<file path="config.mk">
export PLATFORM = sky130hd
export DESIGN_NAME = mem_arbiter
export DESIGN_NICKNAME = d
export VERILOG_FILES = /design/src/rtl/mem_arbiter.sv
export SDC_FILE = /design/constraint.sdc
export NUM_CORES = 1
export LEC_CHECK = 0
export ABC_AREA = 1
export CAP_MARGIN = 20
export CORE_ASPECT_RATIO = 0.7
export CORE_MARGIN = 2
export CORE_UTILIZATION = 30
export DETAILED_ROUTE_END_ITERATION = 10
export GPL_TIMING_DRIVEN = 0
export SLEW_MARGIN = 20
export SYNTH_ARGS = -nofsm -noshare
export SYNTH_HDL_FRONTEND = slang
export SYNTH_SLANG_ARGS = --single-unit
</file>
<file path="constraint.sdc">
create_clock -name clk -period 1.7 [get_ports clk]
set_clock_uncertainty 0.2 [all_clocks]
set_input_delay 0.17 -clock clk [delete_from_list [all_inputs] [get_ports clk]]
set_output_delay 0.17 -clock clk [all_outputs]
set_load 0.01 [all_outputs]
</file>
<file path="src/rtl/mem_arbiter.sv">
// mem_arbiter: fixed-latency arbiter sharing one single-port memory between fetch and data ports
module mem_arbiter #(
    parameter int ADDR_W  = 16,
    parameter int DATA_W  = 16,
    parameter int MEM_LAT = 4
) (
    input  logic              clk,
    input  logic              rst,
    input  logic              i_req,
    input  logic [ADDR_W-1:0] i_addr,
    output logic              i_done,
    output logic [DATA_W-1:0] i_rdata,
    input  logic              d_req,
    input  logic              d_wr,
    input  logic [ADDR_W-1:0] d_addr,
    input  logic [DATA_W-1:0] d_wdata,
    output logic              d_done,
    output logic [DATA_W-1:0] d_rdata,
    output logic              mem_en,
    output logic              mem_wr,
    output logic [ADDR_W-1:0] mem_addr,
    output logic [DATA_W-1:0] mem_wdata,
    input  logic [DATA_W-1:0] mem_rdata,
    output logic              busy
);
    typedef enum logic [1:0] {IDLE, ISSUE, WAIT, DONE} state_t;
    state_t state, state_nxt;
    logic last_grant;
    logic owner;
    logic grant_d;
    logic [3:0] cnt;
    assign grant_d = d_req && (!i_req || !last_grant);
    assign busy = state != IDLE;
    // state register
    always_ff @(posedge clk) begin
        if (rst) state <= IDLE;
        else state <= state_nxt;
    end
    // next-state: grant in IDLE, one issue cycle, count down latency, one done cycle
    always_comb begin
        state_nxt = state;
        case (state)
            IDLE:    state_nxt = (i_req || d_req) ? ISSUE : IDLE;
            ISSUE:   state_nxt = WAIT;
            WAIT:    state_nxt = (cnt == 4'd1) ? DONE : WAIT;
            default: state_nxt = IDLE;
        endcase
    end
    // datapath: latch the granted command, strobe memory, capture read data, pulse done
    always_ff @(posedge clk) begin
        if (rst) begin
            mem_en     <= 1'b0;
            mem_wr     <= 1'b0;
            mem_addr   <= '0;
            mem_wdata  <= '0;
            i_done     <= 1'b0;
            d_done     <= 1'b0;
            i_rdata    <= '0;
            d_rdata    <= '0;
            last_grant <= 1'b0;
            owner      <= 1'b0;
            cnt        <= 4'd0;
        end else begin
            mem_en <= 1'b0;
            i_done <= 1'b0;
            d_done <= 1'b0;
            if (state == IDLE && (i_req || d_req)) begin
                owner      <= grant_d;
                last_grant <= grant_d;
                mem_en     <= 1'b1;
                mem_wr     <= grant_d && d_wr;
                mem_addr   <= grant_d ? d_addr : i_addr;
                mem_wdata  <= grant_d ? d_wdata : mem_wdata;
            end
            if (state == ISSUE) cnt <= 4'(MEM_LAT);
            if (state == WAIT) begin
                cnt <= cnt - 4'd1;
                if (cnt == 4'd1) begin
                    if (!mem_wr && owner) d_rdata <= mem_rdata;
                    if (!mem_wr && !owner) i_rdata <= mem_rdata;
                    d_done <= owner;
                    i_done <= !owner;
                end
            end
        end
    end
endmodule

</file>
* Word level (Yosys, flattened, before mapping) *
Cells that the tools add are included.

operators by class
  reductions and logical operators = 17
  equality and inequality tests = 3
  divide/modulo/power cells = 0
  multiplexer cells = 7
  $mul = 0
  shift-type cells = 0
  add/subtract/negate cells = 1
  bitwise logic cells = 2
  $lt $le $gt $ge = 0

operator list
  cell                 count
  $mux 16              1
  $mux 4               2
  $pmux 2 s3           1
  $reduce_and 3->1     2
  $logic_and 1x1->1    5
  $eq 4x1->1 const B   1
  $reduce_bool 2->1    2
  $sub 4x1->4 const B  1
  $logic_not 1->1      3
  $mux 1               3
  $reduce_or 3->1      1
  $eq 2x1->1 const B   1
  $eq 2x2->1 const B   1
  $logic_not 2->1      1
  $logic_or 1x1->1     2
  $not 1->1            2
  $reduce_and 2->1     1

storage, ports and cells
  logic and storage cells = 41
  memory bits (writable) = 0
  memories = 0
  output and inout port bits = 69
  bits in registers = 75
  bits in latches = 0
  bits in read-only memories = 0
  bits of input ports = 69

* Longest topological paths before layout *
Gate-level depths: netlist of the first run.

  depth in word-level cells = 4
  gate-level depth with buffers = 8
  mapped depth without buffers = 8

* Least setup slack after synthesis of the first run *
Ideal clock, no wire load.

  kind = register -> register
  start = register state[0]
  end = register mem_addr[10]
  setup time = 117 ps
  setup slack = 160 ps
  cell stages (with the launch flop) = 9
  clock period less this slack = 1540 ps
  arrival = 1223 ps
  required time = 1383 ps
  buffers on the path = 1
  cells stage by stage = dfxtp_1 > inv_1 > ha_1 > inv_2 > nor2_2 > buf_2 > nand2_1 > nor2_1 > nor2_1

on the way
  longest elaborated chain between the ends = 2

ends and longest elaborated chain
  item                    RTL line  source
  start, declared         27        state_t state, state_nxt;
  start signal, assigned  37        else state <= state_nxt;
  $logic_not 2->1         67        if (state == IDLE && (i_req || d_req)) begin
  $logic_and 1x1->1       67
  end signal, assigned    72        mem_addr <= grant_d ? d_addr : i_addr;
  end, declared           21        output logic [ADDR_W-1:0] mem_addr,

Every way passes these cells.
A chain may end at the register's enable or synchronous reset.

* Final worst setup path of the first run *
  start = register mem_wr
  end = output mem_wr

RTL lines
  item                    RTL line  source
  start, declared         20        output logic mem_wr,
  start signal, assigned  71        mem_wr <= grant_d && d_wr;

No word-level cell between the ends.

==> impl_metrics.json, run 1 <==
{
  "status": "finished, final reports clean",
  "vias_per_cell": 4.38,
  "wl_per_cell_um": 12.6,
  "cts_made_buffers": 9,
  "whs_ns": 0.0907,
  "max_stage_delay_ns": 0.57,
  "critPathSlowestCell": "clkdlybuf4s50_1",
  "finalCriticalPeriod_ns": 1.62,
  "avgSynthCellArea_um2": 6.94,
  "cp-end-kind": "output port",
  "multi_input_area_um2": 1450,
  "max_cap_violations": 0,
  "synthTopCellsByArea": "dfxtp_1, nor2_1, nand2_1",
  "switchingPower_mw": 1.65,
  "grt_util_all_layers_pct": 16.5,
  "clock_path_buffers": 2,
  "routed_wl_um": 9480,
  "netlist.area_leader.share_pct": 46.3,
  "postRouteAntennaNets": 0,
  "io_pins": 138,
  "fin_util_pct": 49.8,
  "vdd_drop_max_uv": 472,
  "post-route-drc-count": 0,
  "path_class": "flip-flop to output port",
  "hold_class": "input port to flip-flop",
  "swShare_pct": 28.7,
  "postLayoutCellArea_um2": 5200,
  "ys_warn_count": 0,
  "grt_overflow": 0,
  "gp_congestion": 0.831,
  "dr_total_vias": 3305,
  "io_buffers": 135,
  "grt_max_degree": 14,
  "path_cells": "clkdlybuf4s50_1",
  "start_kind": "flip-flop",
  "synth_seq_cells": 75,
  "dp_hpwl_um": 7340,
  "p_int_mw": 4.10,
  "postSynthCellCount": 467,
  "worst_slew_pin_slew_ns": 0.409,
  "drv_slew": 0,
  "timing.final.crit_share_pct": 95.2,
  "row_count": 31,
  "root_buffer": "clkbuf_16",
  "antenna_found_initial": 0,
  "postPlaceCellArea_um2": 4760,
  "drt_iter0_drc": 111,
  "insertion_delay_ns": 0.33,
  "finalNetCount": 692,
  "firstDrtPassIters": 4,
  "synth_largest_area_cell": "dfxtp_1",
  "die_area_um2": 11700,
  "power_leakage_nw": 2.25,
  "fmax_ghz": 0.618,
  "grt_pass1_vias": 3176,
  "rsz0062_at_grt": "true",
  "n_fill_cell": 1027,
  "pre_cts_ws_ns": -0.140,
  "initial_core_util_pct": 31.1,
  "arrival_ns": 1.25,
  "grt_pass1_wl_um": 15400,
  "htreeDepth": 3,
  "clkPwrFrac_pct": 36.7,
  "ys_seq_area_share_pct": 46.3,
  "core_area_um2": 10400,
  "clkTransAtPathRegs_ns": 0.06,
  "synth_area_um2": 3240,
  "regArea_um2": 1500,
  "die_h_um": 91.0,
  "crit_fanout": 3,
  "total_power_mw": 5.75,
  "cp_top_family": "buffers and inverters",
  "p_seq_share_pct": 36.1,
  "cts_tree": "built",
  "drive_gt1_share_pct": 9.47,
  "timing.final.ws_setup_ns": 0.0824,
  "layout-area-overhead-vs-synth_pct": 60.3,
  "synth.distinct_cells": 25,
  "synth_nets": 541,
  "comb_power_share_pct": 27.2,
  "final-hold-violation-count": 0,
  "p_per_area_nw_per_um2": 1110,
  "antennaDiodeCount": 0,
  "dpl.cell_count": 734,
  "finalSetupViolations": 0,
  "clock-sinks": 75,
  "tns_ns": 0,
  "final_cells": 755,
  "die_width_um": 128,
  "slew_headroom_pct": 72.7,
  "required_ns": 1.33,
  "worst-path-buf-inv": 1
}
## power by group through the flow
stage	combinational [mW]	clock [mW]	sequential, mW
5_1_grt	1.72	2.25	2.10
2_1_floorplan	0.718	0	2.18
4_1_cts	1.49	2.18	2.08
6_report	1.56	2.11	2.08
3_5_place_dp	1.47	0	2.11
3_3_place_gp	1.45	0	2.11
## cell type report
cell class | instances | area share [%]
multi-input cells | 321 | 27.8
clock buffers | 11 | 4.86
repair buffers | 140 | 26.6
inverters | 48 | 3.56
flip-flops and latches | 75 | 28.9
clock inverters | 5 | 1.59
well taps | 132 | 3.18
plain buffers | 23 | 3.51
## sequential cells by signal, indices dropped and copies added, names as in the netlist
| signal | flops |
|---|---|
| cnt | 4 |
| d_done | 1 |
| d_rdata | 16 |
| i_done | 1 |
| i_rdata | 16 |
| mem_addr | 16 |
| mem_en | 1 |
| mem_wdata | 16 |
| mem_wr | 1 |
| owner | 1 |
| state | 2 |
## Yosys cell counts
cell type and n:
nor2_1 157, dfxtp_1 75, nand2_1 75, inv_1 43, nand3_1 34, o21ai_0 29
buf_2 11, buf_4 6, ha_1 5, a21oi_1 4, inv_2 4, nor2_4 4
clkbuf_1 3, nand2_4 3, o21ai_1 3, nand3_2 2, buf_6 1, buf_8 1
clkbuf_2 1, inv_4 1, nand4_1 1, nor2_2 1, nor3_1 1, o31ai_1 1
xor2_1 1
## per-layer routing
metal  track usage [%]  vias up  share of wire (%)
li1                  -     1728                  -
met5                 0        -                  0
met3              5.19        6                5.9
met2              25.3       73                 45
met1              22.4     1498                 49
met4              4.30        0               0.71
## repair_timing
item,CTS,global route
hold buffers,1,0
cloned,0,1
pin swaps,0,4
endpoints found under the hold margin,7,0
resized for setup,5,21
setup buffers,0,3
endpoints found under the setup margin,25,53
## path summary, 6_finish.rpt
| kind | cells after the start | slack (ns) | endpoint | start |
|---|---|---|---|---|
| worst max-delay path | 1 | 0.08 | mem_wr | mem_wr |
| worst min-delay path | 5 | 0.09 | mem_addr[12] | d_req |
| worst max register to register | 8 | 0.12 | d_rdata[11] | cnt[1] |
| worst min register to register | 2 | 0.28 | d_rdata[8] | d_rdata[8] |
## kinds of logic (layout without fill, tap and decap cells)
logic type	after synthesis	in the layout	synth area share (%)
and+or+nand+nor	278	278	35.7
adders and majority gates	5	5	1.93
buffers and inverters	71	227	10.0
AOI/OAI and AO/OA	37	37	5.79
DFF	75	75	46.3
xor gates and xnor gates	1	1	0.270
## cell usage in the layout (no fill, tap or decap), types with 3 or more instances in the layout
cell	count
buf_4	8
buf_2	6
dfxtp_1	75
nand3_1	34
o21ai_1	3
clkbuf_1	3
buf_6	7
clkbuf_16	9
nor2_1	157
clkdlybuf4s50_1	134
nor2_4	5
nand2_4	3
nand2_1	75
a21oi_1	4
o21ai_0	29
inv_1	43
inv_2	3
## tightest hold or removal path, delay by kind of cell
family / cells / cell delay, ns
AND/OR/NAND/NOR: 4 / 0.26
buffers and inverters: 1 / 0.16
(Power assumes the default switching activity.)
==> run 2, diff against run 1 <==
- ABC_CLOCK_PERIOD_IN_PS: not set -> 1700
- SETUP_SLACK_MARGIN: not set -> 0.15
==> impl_metrics.json, run 2 (synthesized netlist as in run 1, its figures left out) <==
{
  "arrival_ns": 1.55,
  "vdd_drop_max_uv": 458,
  "firstDrtPassIters": 4,
  "clock_path_buffers": 2,
  "max_cap_violations": 0,
  "timing.final.ws_setup_ns": 0.167,
  "p_per_area_nw_per_um2": 1110,
  "hp-start": "d_req",
  "grt_overflow": 0,
  "drv_slew": 0,
  "final_common_cell": "nor2_1",
  "dr_total_vias": 3381,
  "final-hold-violation-count": 0,
  "worst_slew_pin_slew_ns": 0.428,
  "postPlaceCellArea_um2": 4760,
  "grt_pass1_vias": 3215,
  "final_cell_mix": "nor2_1, nand2_1, dfxtp_1",
  "io_buffers": 135,
  "slew_headroom_pct": 71.5,
  "cp-end-kind": "flip-flop",
  "post-route-drc-count": 0,
  "path_class": "flip-flop to flip-flop",
  "drive_gt1_share_pct": 13.2,
  "start_kind": "flip-flop",
  "regArea_um2": 1510,
  "die_area_um2": 11700,
  "postRouteAntennaNets": 0,
  "htreeDepth": 3,
  "gp_congestion": 0.831,
  "vias_per_cell": 4.44,
  "routed_wl_um": 9770,
  "postLayoutCellArea_um2": 5240,
  "finalCriticalPeriod_ns": 1.53,
  "status": "finished, final reports clean",
  "holdPathStages": 5,
  "antenna_found_initial": 0,
  "cts_tree": "built",
  "row_count": 31,
  "die_width_um": 128,
  "worstRegToRegCells": 8,
  "grt_pass1_wl_um": 15700,
  "finalNetCount": 699,
  "io_pins": 138,
  "rrSetupSlack_ns": 0.17,
  "hold_class": "input port to flip-flop",
  "wl_per_cell_um": 12.8,
  "grt_util_all_layers_pct": 16.8,
  "fin_util_pct": 50.3,
  "layout-area-overhead-vs-synth_pct": 61.7,
  "required_ns": 1.71,
  "total_power_mw": 5.80,
  "drt_iter0_drc": 160,
  "grt_max_degree": 14,
  "n_fill_cell": 1037,
  "timing.final.crit_share_pct": 90.2,
  "cts_made_buffers": 9,
  "rr_startpoint": "state[1]",
  "initial_core_util_pct": 31.1,
  "die_h_um": 91.0,
  "core_area_um2": 10400,
  "min_delay_worst_endpoint": "mem_addr[12]",
  "power_leakage_nw": 2.59,
  "clock-sinks": 75,
  "r2r_end": "mem_addr[5]",
  "clkTransAtPathRegs_ns": 0.06,
  "root_buffer": "clkbuf_16",
  "crit_fanout": 9,
  "multi_input_area_um2": 1490,
  "fmax_ghz": 0.652,
  "insertion_delay_ns": 0.33,
  "dp_hpwl_um": 7340,
  "rsz0062_at_grt": "true",
  "antennaDiodeCount": 0,
  "finalSetupViolations": 0,
  "pre_cts_ws_ns": -0.140
}
## run 2: repair_timing
item                       CTS  global route
resized for setup           87            39
hold buffers                 1             0
buffers inserted             3             4
hold endpoints to repair     7             0
cloned                       0             4
pin swaps                    3            16
setup endpoints to repair  121            64
## run 2: critical path: stages (launching register included)
cell	delay, ns
dfxtp_4	0.38
inv_4	0.04
ha_4	0.16
inv_4	0.08
nor2_4	0.05
buf_12	0.14
buf_2	0.16
o21ai_0	0.15
nor2_1	0.06
## run 2: layout make-up
class	count	share of cell area (%)
Clock buffer	11	4.82
Tap cell	132	3.15
Sequential cell	75	28.8
Multi-Input combinational cell	321	28.4
Timing Repair Buffer	147	26.2
Inverter	48	3.67
Clock inverter	5	1.57
Buffer	23	3.46
## run 2: metal layers
| metal | global-route usage, % | vias to the layer above | share of wire (%) |
|---|---|---|---|
| li1 | - | 1746 | - |
| met1 | 22.7 | 1546 | 48 |
| met2 | 25.7 | 81 | 45 |
| met3 | 5.54 | 8 | 6.2 |
| met4 | 4.58 | 0 | 0.76 |
| met5 | 0 | - | 0 |
## run 2: how the worst max path moves through the flow
stage | startpoint | endpoint | slack (ns) | depth (start not counted)
floorplan | state[0] | mem_addr[10] | 0.16 | 8
global placement | i_req | mem_addr[11] | -0.13 | 7
detailed placement | i_req | mem_addr[11] | -0.14 | 7
CTS | state[0] | d_rdata[9] | 0.07 | 8
global route | cnt[1] | d_rdata[11] | 0.12 | 8
finish | state[1] | mem_addr[5] | 0.17 | 8
## run 2: through the flow
step	cells	TNS (ns)	hold WS, ns
after floorplan	467	0	0.105
after global placement	734	-0.923	0.252
after detailed placement	734	-1.46	0.256
after CTS	754	0	0.0839
after global routing	762	0	0.138
final	762	0	0.0928
## run 2: report_power, final
part	total (mW)	leakage, nW	internal [mW]	switching (mW)
sequential	2.09	0.615	1.97	0.121
combinational	1.59	1.80	0.746	0.845
clock	2.12	0.166	1.37	0.745
